### src/rtl/regfile_mp.sv
// regfile_mp: multi-read-port register file with write bypass, hardwired x0 and a post-reset clear sequencer
module regfile_mp #(
  parameter int DATA_W   = 32,
  parameter int ADDR_W   = 5,
  parameter int NUM_RD   = 2,
  parameter int ZERO_REG = 1,
  parameter int BYPASS   = 1
) (
  input  logic                     clk,
  input  logic                     rst,
  input  logic [NUM_RD-1:0]        rd_en,
  input  logic [NUM_RD*ADDR_W-1:0] rd_addr,
  output logic [NUM_RD*DATA_W-1:0] rd_data,
  output logic [NUM_RD-1:0]        rd_valid,
  input  logic                     wr_en,
  input  logic [ADDR_W-1:0]        wr_addr,
  input  logic [DATA_W-1:0]        wr_data,
  output logic                     init_busy,
  output logic                     wr_drop
);
  localparam int DEPTH = 2**ADDR_W;
  typedef enum logic {INIT, READY} state_t;
  state_t state, state_nx;
  logic [ADDR_W-1:0] cnt;
  logic [DATA_W-1:0] mem [DEPTH];
  logic wr_ok;
  logic [NUM_RD*DATA_W-1:0] rd_nx;
  // the clear ends on the edge where the counter has reached the last entry
  always_comb begin
    state_nx  = (state == INIT && &cnt) ? READY : state;
    init_busy = state == INIT;
    wr_ok     = state == READY && wr_en && !(ZERO_REG != 0 && wr_addr == '0);
  end
  // state register, reset drops the file back into the clear sequence
  always_ff @(posedge clk or posedge rst)
    if (rst) state <= INIT;
    else state <= state_nx;
  // clear address counter, walks every entry once while clearing
  always_ff @(posedge clk or posedge rst)
    if (rst) cnt <= '0;
    else if (state == INIT) cnt <= cnt + 1'b1;
  // storage: zeroed by the sequencer, then written from the writeback port
  always_ff @(posedge clk)
    if (state == INIT) mem[cnt] <= '0;
    else if (wr_ok) mem[wr_addr] <= wr_data;
  // flag writes that arrive while the clear sequence owns the array
  always_ff @(posedge clk or posedge rst)
    if (rst) wr_drop <= 1'b0;
    else wr_drop <= state == INIT && wr_en;
  for (genvar i = 0; i < NUM_RD; i++) begin : g_rd
    logic [ADDR_W-1:0] a;
    assign a = rd_addr[i*ADDR_W +: ADDR_W];
    assign rd_nx[i*DATA_W +: DATA_W] = (ZERO_REG != 0 && a == '0) ? '0 :
                                       (BYPASS != 0 && wr_ok && wr_addr == a) ? wr_data : mem[a];
  end
  // registered read ports; data holds when a port is idle
  always_ff @(posedge clk or posedge rst)
    if (rst) begin
      rd_data  <= '0;
      rd_valid <= '0;
    end else if (state == READY) begin
      rd_valid <= rd_en;
      for (int i = 0; i < NUM_RD; i++)
        if (rd_en[i]) rd_data[i*DATA_W +: DATA_W] <= rd_nx[i*DATA_W +: DATA_W];
    end
endmodule

### config.mk
export PLATFORM = sky130hd
export DESIGN_NAME = regfile_mp
export DESIGN_NICKNAME = d
export VERILOG_FILES = /design/src/rtl/regfile_mp.sv
export SDC_FILE = /design/constraint.sdc
export NUM_CORES = 1
export LEC_CHECK = 0
export BUFFER_PORTS_ARGS = -buffer_cell sky130_fd_sc_hd__buf_2
export CORE_MARGIN = 2
export CORE_UTILIZATION = 63
export DETAILED_ROUTE_END_ITERATION = 6
export PLACE_DENSITY = 0.8
export SLEW_MARGIN = 0
export SYNTH_ARGS = -nofsm -noshare
export SYNTH_HDL_FRONTEND = slang
export SYNTH_SLANG_ARGS = --single-unit
### constraint.sdc
create_clock -name clk -period 3.5 [get_ports clk]
set_input_delay 0.175 -clock clk [delete_from_list [all_inputs] [get_ports clk]]
set_output_delay 0.175 -clock clk [all_outputs]
set_load 0.02 [all_outputs]
==> results of run 1 <==
## through the flow
| step | worst slack, ps | instances |
|---|---|---|
| 5_1_grt | 318 | 4137 |
| 6_report | 371 | 4142 |
| 3_5_place_dp | 605 | 3898 |
| 2_1_floorplan | 478 | 2763 |
| 4_1_cts | 498 | 4135 |
| 3_3_place_gp | 619 | 3898 |
## worst register-to-register path, delay by kind of cell (launching register included)
family	cells	cell delay, ps
buffers and inverters	1	640
AOI/OAI and AO/OA	3	740
DFF	1	350
and+or+nand+nor	2	1310
## area by class of cell
class,count,area (sq um)
Antenna cell,7,17.5
Clock buffer,148,2960
Clock inverter,52,597
Fill cell,4492,21500
Inverter,7,27.5
Multi-Input combinational cell,1430,17100
Sequential cell,1097,32600
Tap cell,1050,1310
Timing Repair Buffer,351,3040
## sequential cells by signal, indices dropped and copies added (netlist names)
signal,cells
mem,1024
rd_data,64
cnt,5
rd_valid,2
state,1
wr_drop,1
## metal layers
layer	GRT usage, %	routed length, um	part of all wire (%)
met4	22.1	10600	6.8
met2	59.1	72800	47
met1	50.3	50700	33
met5	0	48	0.031
met3	10.1	21500	14
## cell families (layout without fill, tap and decap cells)
kind of cell	count (synthesis)	in the layout	synth area share, %
multiplexers	644	644	22.3
adder cells (fa/ha/maj)	2	2	0.0497
AND/OR/NAND/NOR	209	209	2.11
AO/OA/AOI/OAI	562	562	8.40
flip-flops	1097	1097	64.7
XOR/XNOR	13	13	0.226
other	0	7	0
buffers and inverters	236	558	2.21
## how the worst max path moves through the flow
stage               startpoint           to  slack, ps  cells after the start
finish                   state  rd_data[61]        370                      6
global route             state  rd_data[61]        320                      6
CTS                      state  rd_data[32]        500                      6
detailed placement  wr_addr[4]   mem[26][9]        610                      7
global placement    wr_addr[4]   mem[27][8]        620                      7
floorplan                state   mem[19][0]        480                      5
## where the power goes
part / internal (mW) / switching, mW / leakage (nW) / total [mW]
Clock: 6.81 / 4.97 / 1.73 / 11.8
Combinational: 0.950 / 1.73 / 7.43 / 2.68
Sequential: 14.5 / 0.0960 / 11.6 / 14.6
Total: 22.2 / 6.80 / 20.7 / 29.0
## what timing repair did
action / in CTS / in global routing
hold endpoints to repair: 115 / 0
hold buffers: 37 / 0
setup endpoints to repair: 0 / 0
## cell usage in the layout (no fill, tap or decap), types with 3 or more instances in the layout
master	count
edfxtp_1	1024
nand2_1	37
clkbuf_1	30
and2_2	4
a21oi_1	65
nor2_1	6
xnor2_1	8
clkinv_2	18
inv_1	6
buf_4	149
nand3_1	41
a22o_1	32
xor2_1	5
dlygate4sd3_1	37
o21ai_0	33
diode_2	7
buf_2	115
clkbuf_16	109
mux2i_1	257
a22oi_1	192
a221oi_1	160
mux2_2	3
dfrtp_1	73
nor2b_4	5
inv_6	4
clkbuf_8	11
bufinv_16	12
or3_1	32
and2_1	33
buf_12	46
a21oi_2	3
nand2_2	3
clkinv_1	10
nor2_4	35
clkinvlp_4	6
o211ai_1	32
o21a_1	32
nor3_1	4
mux4_2	384
==> flow_metrics.tcl, run 1 <==
set metrics [dict create \
    synthesis.nets 2817 \
    fmax_ghz 0.320 \
    yosysMostFrequentCell "edfxtp_1" \
    worst_hold_slack_ps 33.5 \
    dieArea_sq_um 82200 \
    core_sq_um 79100 \
    synth_cell_type_count 42 \
    power_density_nw_per_um2 504 \
    p_leak_nw 20.7 \
    async_flop_share_pct 6.65 \
    cp_slowest_cell "and4_2" \
    wire_per_inst_um 37.6 \
    p_total_mw 29.0 \
    clkLatencyLatePin_ps 680 \
    crit_fanout 32 \
    cp-start-kind "flop" \
    rr_startpoint "state" \
    slew_headroom_pct 17.9 \
    numCtsBuffers 107 \
    vias 32444 \
    ioPinCount 120 \
    status "complete, but fails checks" \
    synth_seq_cells 1097 \
    final_util_pct 72.8 \
    synth_top_area_share_pct 61.0 \
    clk_path_buf_depth 3 \
    hold_viol_final 0 \
    fin_crit_sh_pct 89.4 \
    areaGrowthSynthToFinish_pct 14.4 \
    final_cell_area_sq_um 57600 \
    ant_nets 0 \
    synthTopCellsByCount "1,024 x edfxtp_1, 384 x mux4_2, 257 x mux2i_1" \
    grt_max_degree 105 \
    firstDrtPassIters 7 \
    critPathBufInv 1 \
    grt-ovfl-total 0 \
    max-cap-violations 0 \
    initial_core_util_pct 63.7 \
    required_ps 4090 \
    synth_ff_type "edfxtp_1" \
    die_w_um 287 \
    synth_warnings 0 \
    tritoncts "done" \
    yosysSeqAreaShare_pct 64.7 \
    path_class "flop to flop" \
    hold_depth 4 \
    viasPerCell 7.83 \
    path_cells "nand2_1 > a21oi_4 > and4_2 > a22oi_1 > dlygate4sd3_1 > o211ai_1" \
    grt_pass1_wl_um 225000 \
    hold_path.startpoint "rd_en[1]" \
    dpl_cell_area_sq_um 53700 \
    nNetsFinal 3048 \
    dp_hpwl_um 96100 \
    timing.critical_path.max_delay_family "simple AND/OR/NAND/NOR gates" \
    netlist_area_sq_um 50400 \
    hold_class "input port to flop" \
    cts.sinks 1097 \
    drv_slew 0 \
    drt_wl_total_um 156000 \
    fin_skew_ps 22.5 \
    r2r_slack_ps 370 \
    tightestPinTransition_ps 1230 \
    layout-drive-gt1-share_pct 29.9 \
    max_stage_delay_ps 1190 \
    r2r_cells 6 \
    num_rows 103 \
    violations "design-rule violations" \
    reg2reg_to "rd_data[61]" \
    cts_root_buffer "clkbuf_16" \
    die_h_um 287 \
    setup_viol 0 \
    synth_edf_count 1024 \
    drt_first_iter_violations 5059 \
    portBuffers 119 \
    gp_congestion 0.921 \
    fin_setup_tns_ps 0 \
    cts_resized 0 \
    syn_area_per_cell_sq_um 18.2 \
    min_period_ps 3130 \
    rsz0062_at_grt "no" \
    clk_pin_slew_worst_paths_ps 70 \
    drc 4 \
    yosys.area.top_type "edfxtp_1" \
    ir_worst_vdd_mv 0.509 \
    grt_pass1_vias 32987 \
    cp-end-kind "flop" \
    synth_cells 2763 \
    cts_setup_buffers 0 \
    htree_levels 3 \
    synth_area_leaders "edfxtp_1 61%, mux4_2 17%, mux2i_1 5.1%" \
    grt_usage_pct 38.4 \
    hold_end "rd_data[33]" \
    cp.arrival_ps 3720 \
    antenna_found_initial 11 \
]
No activity file was read; power rests on OpenSTA's default activity.
==> run 2, diff against run 1 <==
- clock period: 3.5 -> 3.43 ns (I/O delays scaled with it)
==> run 2 against run 1 <==
Net effect: the run still ends with design-rule violations left; routed wire length down 1.3%; largest cell class unchanged; non-clock buffer count down 2; critical path type unchanged; design area is essentially flat; setup slack gained 180 ps; clock skew up 19 ps; die area is the same; via count barely moved; flip-flop and latch count unchanged; clock power hardly changed.
==> flow_metrics.tcl, run 2 (same netlist as run 1, synthesis figures left out) <==
set metrics [dict create \
    tightestPinTransition_ps 1070 \
    viasPerCell 7.83 \
    final_common_cell "edfxtp_1" \
    setup_viol 0 \
    final_util_pct 72.8 \
    cts_resized 0 \
    vias 32427 \
    power_density_nw_per_um2 517 \
    htree_levels 3 \
    grt_usage_pct 37.9 \
    ioPinCount 120 \
    top_register "mem" \
    drt_first_iter_violations 5186 \
    core_sq_um 79100 \
    fmax_ghz 0.348 \
    met1_length_um 50700 \
    dieArea_sq_um 82200 \
    dp_hpwl_um 97600 \
    cts_root_buffer "clkbuf_16" \
    violations "design-rule violations" \
    gp_congestion 1.01 \
    areaGrowthSynthToFinish_pct 14.3 \
    crit_fanout 24 \
    status "complete, but fails checks" \
    numCtsBuffers 106 \
    dr_wl_met3_um 22600 \
    dpl_cell_area_sq_um 53600 \
    required_ps 3740 \
    cp-end-kind "flop" \
    ant_nets 0 \
    final_cell_area_sq_um 57600 \
    min_period_ps 2880 \
    antenna_found_initial 17 \
    clkLatencyLatePin_ps 690 \
    p_total_mw 29.7 \
    rsz0062_at_grt "no" \
    initial_core_util_pct 63.7 \
    cp-start-kind "flop" \
    path_class "flop to flop" \
    slew_headroom_pct 28.6 \
    portBuffers 119 \
    clk_pin_slew_worst_paths_ps 70 \
    max-cap-violations 0 \
    ir_worst_vdd_mv 0.562 \
    top_regs "mem x1024, rd_data x64, cnt x5" \
    top_layer "met5" \
    grt_pass1_wl_um 223000 \
    p_leak_nw 20.8 \
    drt_wl_total_um 154000 \
    cp.arrival_ps 3190 \
    num_rows 103 \
    fin_skew_ps 41.1 \
    grt_pass1_vias 32116 \
    fin_crit_sh_pct 83.9 \
    grt_max_degree 112 \
    wire_per_inst_um 37.1 \
    die_h_um 287 \
    nNetsFinal 3045 \
    grt-ovfl-total 0 \
    clk_path_buf_depth 3 \
    tritoncts "done" \
    hold_viol_final 0 \
    hold_class "input port to asynchronous set/reset pin" \
    drc 2 \
    cts.sinks 1097 \
    layout-drive-gt1-share_pct 30.0 \
    die_w_um 287 \
    wl_met2_um 72100 \
    final_cell_mix "1,024 x edfxtp_1, 384 x mux4_2, 257 x mux2i_1" \
    fin_setup_tns_ps 0 \
    firstDrtPassIters 7 \
    drv_slew 0 \
    largest_register_ffs 1024 \
]
[run 2: report_power, final]
group | switching (mW) | total [mW] | internal, mW
Combinational | 1.76 | 2.72 | 0.967
Sequential | 0.142 | 14.9 | 14.8
Clock | 5.06 | 12.1 | 7.06
[run 2: layout make-up]
cell class / instances / area, sq um
antenna: 9 / 22.5
timing repair buffer: 349 / 2940
sequential: 1097 / 32600
multi-input combinational: 1430 / 17100
clock inverter: 49 / 592
inverter: 7 / 27.5
clock buffer: 150 / 3030
fill: 4560 / 21600
tap: 1050 / 1310
[run 2: stage by stage]
stage / std cells / hold slack [ps] / worst slack, ps
6_report: 4141 / 25.6 / 553
5_1_grt: 4132 / 31.3 / 529
4_1_cts: 4132 / 9.39 / 707
3_5_place_dp: 3896 / 171 / 535
3_3_place_gp: 3896 / 167 / 587
2_1_floorplan: 2763 / 309 / 408
[run 2: final timing paths]
kind,startpoint,to,slack [ps],depth (start not counted)
setup / recovery,state,mem[24][18],550,6
hold / removal,rst,wr_drop,30,3
setup reg to reg,state,mem[24][18],550,6
hold reg to reg,rd_valid[0],rd_valid[0],500,1
max in group asynchronous,rst,rd_data[30],2510,4
min in group clk,rd_addr[8],rd_data[52],130,4
[run 2: critical path, cell delays in order, from the launching register on]
cell,delay (ps)
dfrtp_1,360
nand2_1,130
a21o_1,340
a32oi_1,490
nand3_1,510
nor2_4,250
buf_4,410
[run 2: metal layers]
layer	GRT usage [%]	vias up
li1	-	12380
met1	51.2	16451
met2	58.6	3008
met3	11.2	572
met4	16.2	16
met5	0	-
[run 2: what timing repair did]
action,CTS,global route
endpoints found under the hold margin,129,0
hold buffers,37,0
buffers inserted,0,0
